<file path="config.mk">
export PLATFORM = sky130hd
export DESIGN_NAME = avr_io_uart_tx
export DESIGN_NICKNAME = d
export VERILOG_FILES = /design/src/rtl/avr_uart_pkg.sv /design/src/rtl/avr_io_uart_tx_fifo.sv /design/src/rtl/avr_io_uart_tx.sv
export SDC_FILE = /design/constraint.sdc
export NUM_CORES = 1
export LEC_CHECK = 0
export ABC_AREA = 1
export CORE_ASPECT_RATIO = 0.7
export CORE_MARGIN = 5
export CORE_UTILIZATION = 58
export DETAILED_ROUTE_END_ITERATION = 8
export HOLD_SLACK_MARGIN = 0.15
export PLACE_DENSITY = 0.79
export SLEW_MARGIN = 20
export SYNTH_ARGS = -nofsm -noshare
export SYNTH_HDL_FRONTEND = slang
export SYNTH_HIERARCHICAL = 1
export SYNTH_SLANG_ARGS = --single-unit
</file>
<file path="constraint.sdc">
create_clock -name cp2 -period 3.05 [get_ports cp2]
set_input_delay 0.61 -clock cp2 [delete_from_list [all_inputs] [get_ports cp2]]
set_output_delay 0.61 -clock cp2 [all_outputs]
set_load 0.01 [all_outputs]
</file>
<file path="src/rtl/avr_uart_pkg.sv">
// Shared types and constants for the AVR I/O-bus UART transmitter.
package avr_uart_pkg;

   typedef enum logic [1:0] {IDLE, START, DATA, STOP} tx_state_e;

   localparam int UCSR_TXC   = 7;
   localparam int UCSR_UDRE  = 6;
   localparam int UCSR_DOR   = 5;
   localparam int UCSR_TXEN  = 3;
   localparam int UCSR_TXCIE = 2;
   localparam int UCSR_UDRIE = 1;

   localparam logic [5:0] DEF_UDR_ADR   = 6'h06;
   localparam logic [5:0] DEF_UCSR_ADR  = 6'h07;
   localparam logic [5:0] DEF_UBRRL_ADR = 6'h08;
   localparam logic [5:0] DEF_UBRRH_ADR = 6'h09;
   localparam logic [5:0] DEF_UDRE_VEC  = 6'd19;
   localparam logic [5:0] DEF_TXC_VEC   = 6'd20;

endpackage

</file>
<file path="src/rtl/avr_io_uart_tx_fifo.sv">
// Small synchronous byte FIFO; a push into a full FIFO is accepted only when
// a pop happens in the same cycle.
module uart_tx_fifo #(
   parameter int DEPTH_LOG2 = 2,
   parameter int W          = 8
) (
   input  logic         clk_i,
   input  logic         rst_i,
   input  logic         en_i,
   input  logic         push_i,
   input  logic         pop_i,
   input  logic [W-1:0] wdata_i,
   output logic [W-1:0] rdata_o,
   output logic         full_o,
   output logic         empty_o
);
   localparam logic [DEPTH_LOG2:0] DEPTH_C = (DEPTH_LOG2+1)'(1 << DEPTH_LOG2);

   logic [W-1:0]          mem_q [1 << DEPTH_LOG2];
   logic [DEPTH_LOG2-1:0] wr_ptr_q, rd_ptr_q;
   logic [DEPTH_LOG2:0]   cnt_q, cnt_d;
   logic                  do_push, do_pop;

   assign full_o  = (cnt_q == DEPTH_C);
   assign empty_o = (cnt_q == '0);
   assign do_pop  = pop_i & ~empty_o;
   assign do_push = push_i & (~full_o | do_pop);
   assign rdata_o = mem_q[rd_ptr_q];

   always_comb begin
      cnt_d = cnt_q;
      case ({do_push, do_pop})
         2'b10:   cnt_d = cnt_q + 1'b1;
         2'b01:   cnt_d = cnt_q - 1'b1;
         default: cnt_d = cnt_q;
      endcase
   end

   always_ff @(posedge clk_i) begin
      if (rst_i) begin
         wr_ptr_q <= '0;
         rd_ptr_q <= '0;
         cnt_q    <= '0;
      end else if (en_i) begin
         if (do_push) wr_ptr_q <= wr_ptr_q + 1'b1;
         if (do_pop)  rd_ptr_q <= rd_ptr_q + 1'b1;
         cnt_q <= cnt_d;
      end
   end

   always_ff @(posedge clk_i) begin
      if (en_i && do_push) mem_q[wr_ptr_q] <= wdata_i;
   end

endmodule

</file>
<file path="src/rtl/avr_io_uart_tx.sv">
// AVR I/O-bus UART transmitter: register decode, 4-deep byte FIFO, baud
// prescaler and 8N1 serialiser with UDRE/TXC interrupt requests.
module avr_io_uart_tx import avr_uart_pkg::*; #(
   parameter logic [5:0] UDR_ADR         = DEF_UDR_ADR,
   parameter logic [5:0] UCSR_ADR        = DEF_UCSR_ADR,
   parameter logic [5:0] UBRRL_ADR       = DEF_UBRRL_ADR,
   parameter logic [5:0] UBRRH_ADR       = DEF_UBRRH_ADR,
   parameter int         FIFO_DEPTH_LOG2 = 2,
   parameter logic [5:0] UDRE_VEC        = DEF_UDRE_VEC,
   parameter logic [5:0] TXC_VEC         = DEF_TXC_VEC
) (
   input  logic       cp2,
   input  logic       ireset,
   input  logic       cp2en,
   input  logic [5:0] adr,
   input  logic       iore,
   input  logic       iowe,
   input  logic [7:0] dbus_in,
   output logic [7:0] dbus_out,
   output logic       out_en,
   output logic       irq_udre,
   output logic       irq_txc,
   input  logic       irqack,
   input  logic [5:0] irqackad,
   output logic       txd
);
   logic sel_udr, sel_ucsr, sel_ubrrl, sel_ubrrh;
   logic wr_udr, wr_ucsr, wr_ubrrl, wr_ubrrh;
   logic fifo_full, fifo_empty, load, tick, bit_end, txc_set;
   logic [7:0] fifo_rdata, ucsr;

   tx_state_e   state_q, state_d;
   logic        txc_q, txc_d, dor_q, dor_d, txen_q, txen_d;
   logic        txcie_q, txcie_d, udrie_q, udrie_d;
   logic [11:0] ubrr_q, ubrr_d, ubrr_act_q, ubrr_act_d, presc_q, presc_d;
   logic [3:0]  tick_cnt_q, tick_cnt_d;
   logic [2:0]  bit_cnt_q, bit_cnt_d;
   logic [7:0]  sh_q, sh_d;

   assign sel_udr   = (adr == UDR_ADR);
   assign sel_ucsr  = (adr == UCSR_ADR);
   assign sel_ubrrl = (adr == UBRRL_ADR);
   assign sel_ubrrh = (adr == UBRRH_ADR);
   assign out_en    = iore & (sel_udr | sel_ucsr | sel_ubrrl | sel_ubrrh);
   assign wr_udr    = iowe & sel_udr;
   assign wr_ucsr   = iowe & sel_ucsr;
   assign wr_ubrrl  = iowe & sel_ubrrl;
   assign wr_ubrrh  = iowe & sel_ubrrh;

   uart_tx_fifo #(.DEPTH_LOG2(FIFO_DEPTH_LOG2), .W(8)) u_fifo (
      .clk_i   (cp2),
      .rst_i   (ireset),
      .en_i    (cp2en),
      .push_i  (wr_udr),
      .pop_i   (load),
      .wdata_i (dbus_in),
      .rdata_o (fifo_rdata),
      .full_o  (fifo_full),
      .empty_o (fifo_empty)
   );

   always_comb begin
      ucsr             = '0;
      ucsr[UCSR_TXC]   = txc_q;
      ucsr[UCSR_UDRE]  = ~fifo_full;
      ucsr[UCSR_DOR]   = dor_q;
      ucsr[UCSR_TXEN]  = txen_q;
      ucsr[UCSR_TXCIE] = txcie_q;
      ucsr[UCSR_UDRIE] = udrie_q;
   end

   always_comb begin
      dbus_out = 8'h00;
      if (out_en) begin
         if (sel_ucsr)       dbus_out = ucsr;
         else if (sel_ubrrl) dbus_out = ubrr_q[7:0];
         else if (sel_ubrrh) dbus_out = {4'h0, ubrr_q[11:8]};
      end
   end

   assign irq_udre = ucsr[UCSR_UDRE] & udrie_q;
   assign irq_txc  = txc_q & txcie_q;

   // A bit lasts 16 prescaler ticks; a byte is taken from IDLE or straight
   // out of the stop bit so back-to-back frames have no idle gap.
   assign tick    = (presc_q == ubrr_act_q);
   assign bit_end = tick & (tick_cnt_q == 4'hF);
   assign load    = txen_q & ~fifo_empty &
                    ((state_q == IDLE) | ((state_q == STOP) & bit_end));
   assign txc_set = (state_q == STOP) & bit_end & ~load;

   always_ff @(posedge cp2) begin
      if (ireset)     state_q <= IDLE;
      else if (cp2en) state_q <= state_d;
   end

   always_comb begin
      state_d = state_q;
      case (state_q)
         IDLE:    if (load) state_d = START;
         START:   if (bit_end) state_d = DATA;
         DATA:    if (bit_end && bit_cnt_q == 3'd7) state_d = STOP;
         STOP:    if (bit_end) state_d = load ? START : IDLE;
         default: state_d = IDLE;
      endcase
   end

   always_comb begin
      case (state_q)
         START:   txd = 1'b0;
         DATA:    txd = sh_q[0];
         default: txd = 1'b1;
      endcase
   end

   always_comb begin
      txc_d   = txc_q;
      dor_d   = dor_q;
      txen_d  = txen_q;
      txcie_d = txcie_q;
      udrie_d = udrie_q;
      ubrr_d  = ubrr_q;
      if (wr_ucsr) begin
         if (dbus_in[UCSR_TXC]) txc_d = 1'b0;
         if (dbus_in[UCSR_DOR]) dor_d = 1'b0;
         txen_d  = dbus_in[UCSR_TXEN];
         txcie_d = dbus_in[UCSR_TXCIE];
         udrie_d = dbus_in[UCSR_UDRIE];
      end
      if (irqack && irqackad == TXC_VEC) txc_d = 1'b0;
      if (txc_set) txc_d = 1'b1;
      if (wr_udr && fifo_full && !load) dor_d = 1'b1;
      if (wr_ubrrl) ubrr_d[7:0]  = dbus_in;
      if (wr_ubrrh) ubrr_d[11:8] = dbus_in[3:0];
   end

   // The divisor in use is only refreshed on a prescaler reload.
   always_comb begin
      presc_d    = presc_q + 12'd1;
      ubrr_act_d = ubrr_act_q;
      if (state_q == IDLE || tick) begin
         presc_d    = '0;
         ubrr_act_d = ubrr_q;
      end
      if (state_q == IDLE) tick_cnt_d = '0;
      else if (tick)       tick_cnt_d = tick_cnt_q + 4'd1;
      else                 tick_cnt_d = tick_cnt_q;
      bit_cnt_d = bit_cnt_q;
      sh_d      = sh_q;
      if (load) begin
         bit_cnt_d = '0;
         sh_d      = fifo_rdata;
      end else if (state_q == DATA && bit_end) begin
         bit_cnt_d = bit_cnt_q + 3'd1;
         sh_d      = {1'b0, sh_q[7:1]};
      end
   end

   always_ff @(posedge cp2) begin
      if (ireset) begin
         txc_q      <= 1'b0;
         dor_q      <= 1'b0;
         txen_q     <= 1'b0;
         txcie_q    <= 1'b0;
         udrie_q    <= 1'b0;
         ubrr_q     <= '0;
         ubrr_act_q <= '0;
         presc_q    <= '0;
         tick_cnt_q <= '0;
         bit_cnt_q  <= '0;
         sh_q       <= '0;
      end else if (cp2en) begin
         txc_q      <= txc_d;
         dor_q      <= dor_d;
         txen_q     <= txen_d;
         txcie_q    <= txcie_d;
         udrie_q    <= udrie_d;
         ubrr_q     <= ubrr_d;
         ubrr_act_q <= ubrr_act_d;
         presc_q    <= presc_d;
         tick_cnt_q <= tick_cnt_d;
         bit_cnt_q  <= bit_cnt_d;
         sh_q       <= sh_d;
      end
   end

endmodule

</file>
### Yosys cells after proc, flatten, opt, wreduce, memory -nomap -nowiden

Memories as Yosys holds them, arrays and structs flattened. A register that Yosys moved wholly into a read port is not among the register bits.
Cells that the tools add are included.

* input port bits: 26
* output and inout bits: 12
* memories: 1
* register bits: 65
* logic and storage cells: 123
* bits in writable memories: 32

* muxes and demuxes: 30
* equal/unequal tests: 18
* reduce and logical (&&, ||, !) cells: 29
* bitwise logic cells: 22
* add/sub/neg operators: 7

Memories
* u_fifo.mem_q: words 4, bits a word 8, read ports 1, clocked after Yosys merged registers in 1, write ports 1, RTL line avr_io_uart_tx_fifo.sv:19 `logic [W-1:0] mem_q [1 << DEPTH_LOG2];`

Operators by type and width (number)
* two-way mux 8 bit: 5
* AND reduction 2 bit: 9
* AND 1 bit: 14
* adder 12 x 1 -> 12 bit (second input constant): 1
* equality test 12 bit: 1
* equality test 6 x 3 -> 1 bit (second input constant): 2
* equality test 6 x 4 -> 1 bit (second input constant): 2
* two-way mux 12 bit: 1
* two-way mux 2 bit: 6
* two-way mux 4 bit: 3
* two-way mux 1 bit: 10
* nonzero test 2 bit: 5
* inequality test 2 bit (second input constant): 4
* case mux 2 bit (4 select lines): 1
* adder 3 x 1 -> 3 bit (second input constant): 2
* equality test 2 bit (second input constant): 3
* equality test 3 bit (second input constant): 2
* equality test 6 x 5 -> 1 bit (second input constant): 1
* logical AND 1 bit: 6
* two-way mux 3 bit: 2
* case mux 3 bit (2 select lines): 1
* AND reduction 3 bit: 2
* nonzero test 3 bit: 2
* OR 1 bit: 5
* other kinds (12): 16

### Longest topological paths before layout

* depth after elaboration: 11
* depth in mapped cells: 18
* depth with buffers taken out: 18

### Modules after synthesis

The synthesis kept the hierarchy.

By module, submodules not included
* avr_io_uart_tx: times used 1, cells each 449, area an instance 3009.1 sq um
* uart_tx_fifo: times used 1, cells each 147, area an instance 1704.1 sq um

### Least setup slack after synthesis

OpenSTA, ideal clock, no wires.

* kind: register to register
* start point: register tick_cnt_q[0]
* end point: memory u_fifo.mem_q[0][0] (enable)
* setup time: 371 ps
* required time: 2679 ps
* path slack: 702 ps
* period minus slack after synthesis: 2348 ps
* arrival: 1978 ps
* cell stages (with the launch flop): 11
* path buffers: 0
* cell sequence: dfxtp_1 > ha_1 > inv_1 > nor3_1 > nand4_2 > nand2_2 > nand2_4 > clkinv_1 > nand3b_1 > nand2_2 > nor2_1

* word-level cells in the longest chain between the ends: 11

RTL lines
* from (decl): RTL line avr_io_uart_tx.sv:36 `logic [3:0] tick_cnt_q, tick_cnt_d;`
* from (signal assigned): RTL line avr_io_uart_tx.sv:181 `tick_cnt_q <= tick_cnt_d;`
* equality test 4 bit: RTL line avr_io_uart_tx.sv:87 `assign bit_end = tick & (tick_cnt_q == 4'hF);`
* AND 1 bit: RTL line avr_io_uart_tx.sv:87
* AND 1 bit: RTL line avr_io_uart_tx.sv:89 `((state_q == IDLE) | ((state_q == STOP) & bit_end));`
* OR 1 bit: RTL line avr_io_uart_tx.sv:89
* AND 1 bit: RTL line avr_io_uart_tx.sv:88 `assign load = txen_q & ~fifo_empty &`
* named net load: RTL line avr_io_uart_tx.sv:29 `logic fifo_full, fifo_empty, load, tick, bit_end, txc_set;`
* AND 1 bit: RTL line avr_io_uart_tx_fifo.sv:26 `assign do_pop = pop_i & ~empty_o;`
* OR 1 bit: RTL line avr_io_uart_tx_fifo.sv:27 `assign do_push = push_i & (~full_o | do_pop);`
* AND 1 bit: RTL line avr_io_uart_tx_fifo.sv:27
* logical AND 1 bit: RTL line avr_io_uart_tx_fifo.sv:52 `if (en_i && do_push) mem_q[wr_ptr_q] <= wdata_i;`
* two-way mux 1 bit: RTL line avr_io_uart_tx_fifo.sv:52
* two-way mux 1 bit (not written as such): RTL line avr_io_uart_tx_fifo.sv:52
* to (decl): RTL line avr_io_uart_tx_fifo.sv:19

The timed path passes the listed nets, and every way through them passes these cells.

### Worst setup path after layout

* start point: input adr[0]
* end point: output dbus_out[4]

* word-level cells in the longest chain between the ends: 6
* elaborated cells between the ends (all ways): 11
* classes of those cells: 4 x eq/ne; 3 x mux; 4 x bitwise

RTL lines
* from (decl): RTL line avr_io_uart_tx.sv:15 `input logic [5:0] adr,`
* equality test 6 x 3 -> 1 bit, on equally long branches: RTL line avr_io_uart_tx.sv:40, avr_io_uart_tx.sv:41
* OR 1 bit (3 in series): RTL line avr_io_uart_tx.sv:44 `assign out_en = iore & (sel_udr | sel_ucsr | sel_ubrrl | sel_ubrrh);`
* AND 1 bit: RTL line avr_io_uart_tx.sv:44
* two-way mux 8 bit (*): RTL line avr_io_uart_tx.sv:74 `if (out_en) begin`
* to (decl): RTL line avr_io_uart_tx.sv:19 `output logic [7:0] dbus_out,`

Mark *: on every way between the ends. The rest lies on a longest branch, timed or not.

==> reports/metrics.yaml <==
yosys.area_share.simple_pct: 25.0
avgSynthCellArea_um2: 7.91
synth_compound_area_share_pct: 12.4
synth_top_area_share_pct: 28.5
vias: 4181
top_layer: "met4"
synth.most_common_cell: "nand2_1"
grtUsageTotal_pct: 24.2
grt_pass1_vias: 3951
period_minus_slack_ns: 2.96
cts_buffers: 9
clockBufferDepth: 2
cts_root_buf: "clkbuf_16"
finalNonFillerCells: 770
first_pass_iters: 5
wl_met2_um: 5380
synth_adder_area_share_pct: 3.61
cts_sinks: 99
first_iter_violations: 307
critical_path.max_fanout: 3
async_reset_ff_share_pct: 0
synth_nets: 635
crit_family: "buffers and inverters"
synth_cells: 596
ios: 38
placed_cells: 747
post_drt_wl_per_cell_um: 15.4
gp_congestion: 0.943
setup_viol: 0
wl_met3_um: 946
cp_common_cell: "buf_4"
clk_latency_ns: 0.35
max-slew-margin-rel_pct: 60.4
synth_cell_type_count: 41
power.total_uw: 2710
worstSetupStartpointType: "primary input"
synth-seq-cells: 99
die_area_um2: 10100
syn_area_um2: 4710
cts_max_level: 3
chipHeight_um: 85.4
post-place-ws_ns: -0.444
grt_setup_unrepaired: "false"
finalHoldViolCount: 0
nets: 703
via_per_inst: 5.43
cp-end-kind: "output pin"
ir_drop_mv: 0.561
start_util_pct: 59.6
critPathRequiredTime_ns: 2.44
finalSetupTns_ns: 0
worst_slack_ns: 0.0865
fin_worst_skew_ns: 0.00859
path_clk_slew_ns: 0.07
numPortBuffers: 37
ys_seq_area_share_pct: 48.8
synth_top_family_by_area: "simple AND/OR/NAND/NOR gates"
antenna_found_initial: 0
core-area_um2: 7910
critPathMaxStageDelay_ns: 0.48
synth_top_area_cell: "dfxtp_1"
design_area_um2: 5700
ctsHoldBuffers: 0
dp_hpwl_um: 8460
drive_above_1_share_pct: 14.1
drc: 0
grt_pass1_wl_um: 19500
tightest_slew_ns: 0.589
synth_xor_area_share_pct: 2.04
synthMuxAreaShare_pct: 0
slowest_stage: "clkdlybuf4s50_1"
power.density_nw_per_um2: 477
ys.warnings.count: 6
fmax_ghz: 0.337
critPathKind: "primary input to output pin"
row_count: 27
cts_tree: "built"
fin_crit_sh_pct: 97.2
hp-class: "register to register"
placed_cell_area_um2: 5330
grt_max_degree: 38
die_w_um: 118
crit_chain: "clkdlybuf4s50_1 -> nor4_4 -> buf_4 -> inv_1 -> nand3_1 -> nand2_2 -> buf_4 -> buf_4 -> nor2_1 -> buf_2"
wl_met1_um: 5420
ant_nets: 0
cp_num_buf_inv: 6
yosys-top-cells-area: "dfxtp_1, edfxtp_1, nand2_1"
maxCapViolCount: 0
diodes: 0
globalRoute.totalOverflow: 0
synth_edf_count: 32
status: "completed"
slew_violations: 0
area_delta_synth_final_pct: 20.8
cp.arrival_ns: 2.35
synth_ff_type: "dfxtp_1"
routed_wl_um: 11900
p_leak_uw: 0.00241
synth_common_cells: "nand2_1, nor2_1, inv_1"
path summary, 6_finish.rpt:
check | from | endpoint | slack [ns] | cells past startpoint
max | adr[0] | dbus_out[4] | 0.09 | 10
min | sh_q[7] | sh_q[7] | 0.46 | 2
max reg2reg | tick_cnt_q[0] | u_fifo/cnt_q[2] | 0.52 | 13
min reg2reg | sh_q[7] | sh_q[7] | 0.46 | 2
worst register-to-register path, cell delays in order (launching register included):
cell	delay, ns
dfxtp_1	0.37
ha_1	0.18
inv_1	0.05
nor3_1	0.37
nand4_2	0.18
nand2_2	0.12
nand2_4	0.13
clkinv_1	0.14
nand3_2	0.10
fa_1	0.39
nand4_1	0.10
nand2_1	0.07
a21oi_1	0.17
nor2_2	0.05
per-layer routing:
layer | track usage [%] | up-vias
met1 | 33.0 | 1954
met2 | 38.8 | 149
met5 | 0 | -
li1 | - | 2070
met4 | 5.21 | 0
met3 | 6.80 | 8
flip-flops by register name, indices dropped and copies added (netlist names), named ones only:
name	cells
u_fifo/mem_q	32
txen_q	1
ubrr_q	12
u_fifo/cnt_q	3
presc_q	12
bit_cnt_q	3
sh_q	8
dor_q	1
state_q	2
ubrr_act_q	12
tick_cnt_q	4
txcie_q	1
udrie_q	1
txc_q	1
u_fifo/rd_ptr_q	2
u_fifo/wr_ptr_q	2
logic make-up (layout without fill, tap and decap cells):
group | after synthesis | count (layout)
compound gates | 108 | 108
xor+xnor | 11 | 11
fa+ha+maj | 13 | 13
buf+inv | 95 | 168
flops | 99 | 99
simple gates | 270 | 270
report_power, final:
group | internal [uW] | switching [uW] | total, uW
clock network | 591 | 520 | 1110
logic | 83.4 | 129 | 213
registers | 1380 | 13.4 | 1390
total | 2050 | 663 | 2710
what timing repair did:
action                                  CTS  global route
endpoints found under the setup margin    9             9
setup buffers                             3             4
pin swaps                                 3             5
resized for setup                        33            15
cloned                                    0             0
layout make-up:
class	count	area, um2
Fill cell	616	2210
Sequential cell	99	2300
Tap cell	101	126
Clock buffer	10	239
Timing Repair Buffer	69	583
Inverter	83	312
Multi-Input combinational cell	402	2080
Clock inverter	6	51.3
through the flow:
step	utilization, %	hold WS, ns
finish	72.0	0.464
global route	72.0	0.491
CTS	71.5	0.465
detailed placement	67.4	0.457
global placement	67.4	0.449
floorplan	-	0.433
cell usage in the layout (no fill, tap or decap), types with 3 or more instances in the layout:
cell	n
nand3_1	17
clkdlybuf4s50_1	24
clkbuf_16	9
o22ai_1	9
inv_2	11
nor3_1	8
o21ai_0	50
xnor2_1	4
dfxtp_1	67
buf_2	4
nand2_2	7
a21oi_1	33
nand2_4	5
buf_4	32
nand2_1	110
inv_6	4
nor2_4	3
edfxtp_1	32
inv_1	71
xor2_1	7
nor2_1	99
nand4_1	7
ha_1	12
clkbuf_2	3
dlymetal6s2s_1	4
o21ai_1	7
Note: power is estimated with default switching activity, not from simulation.
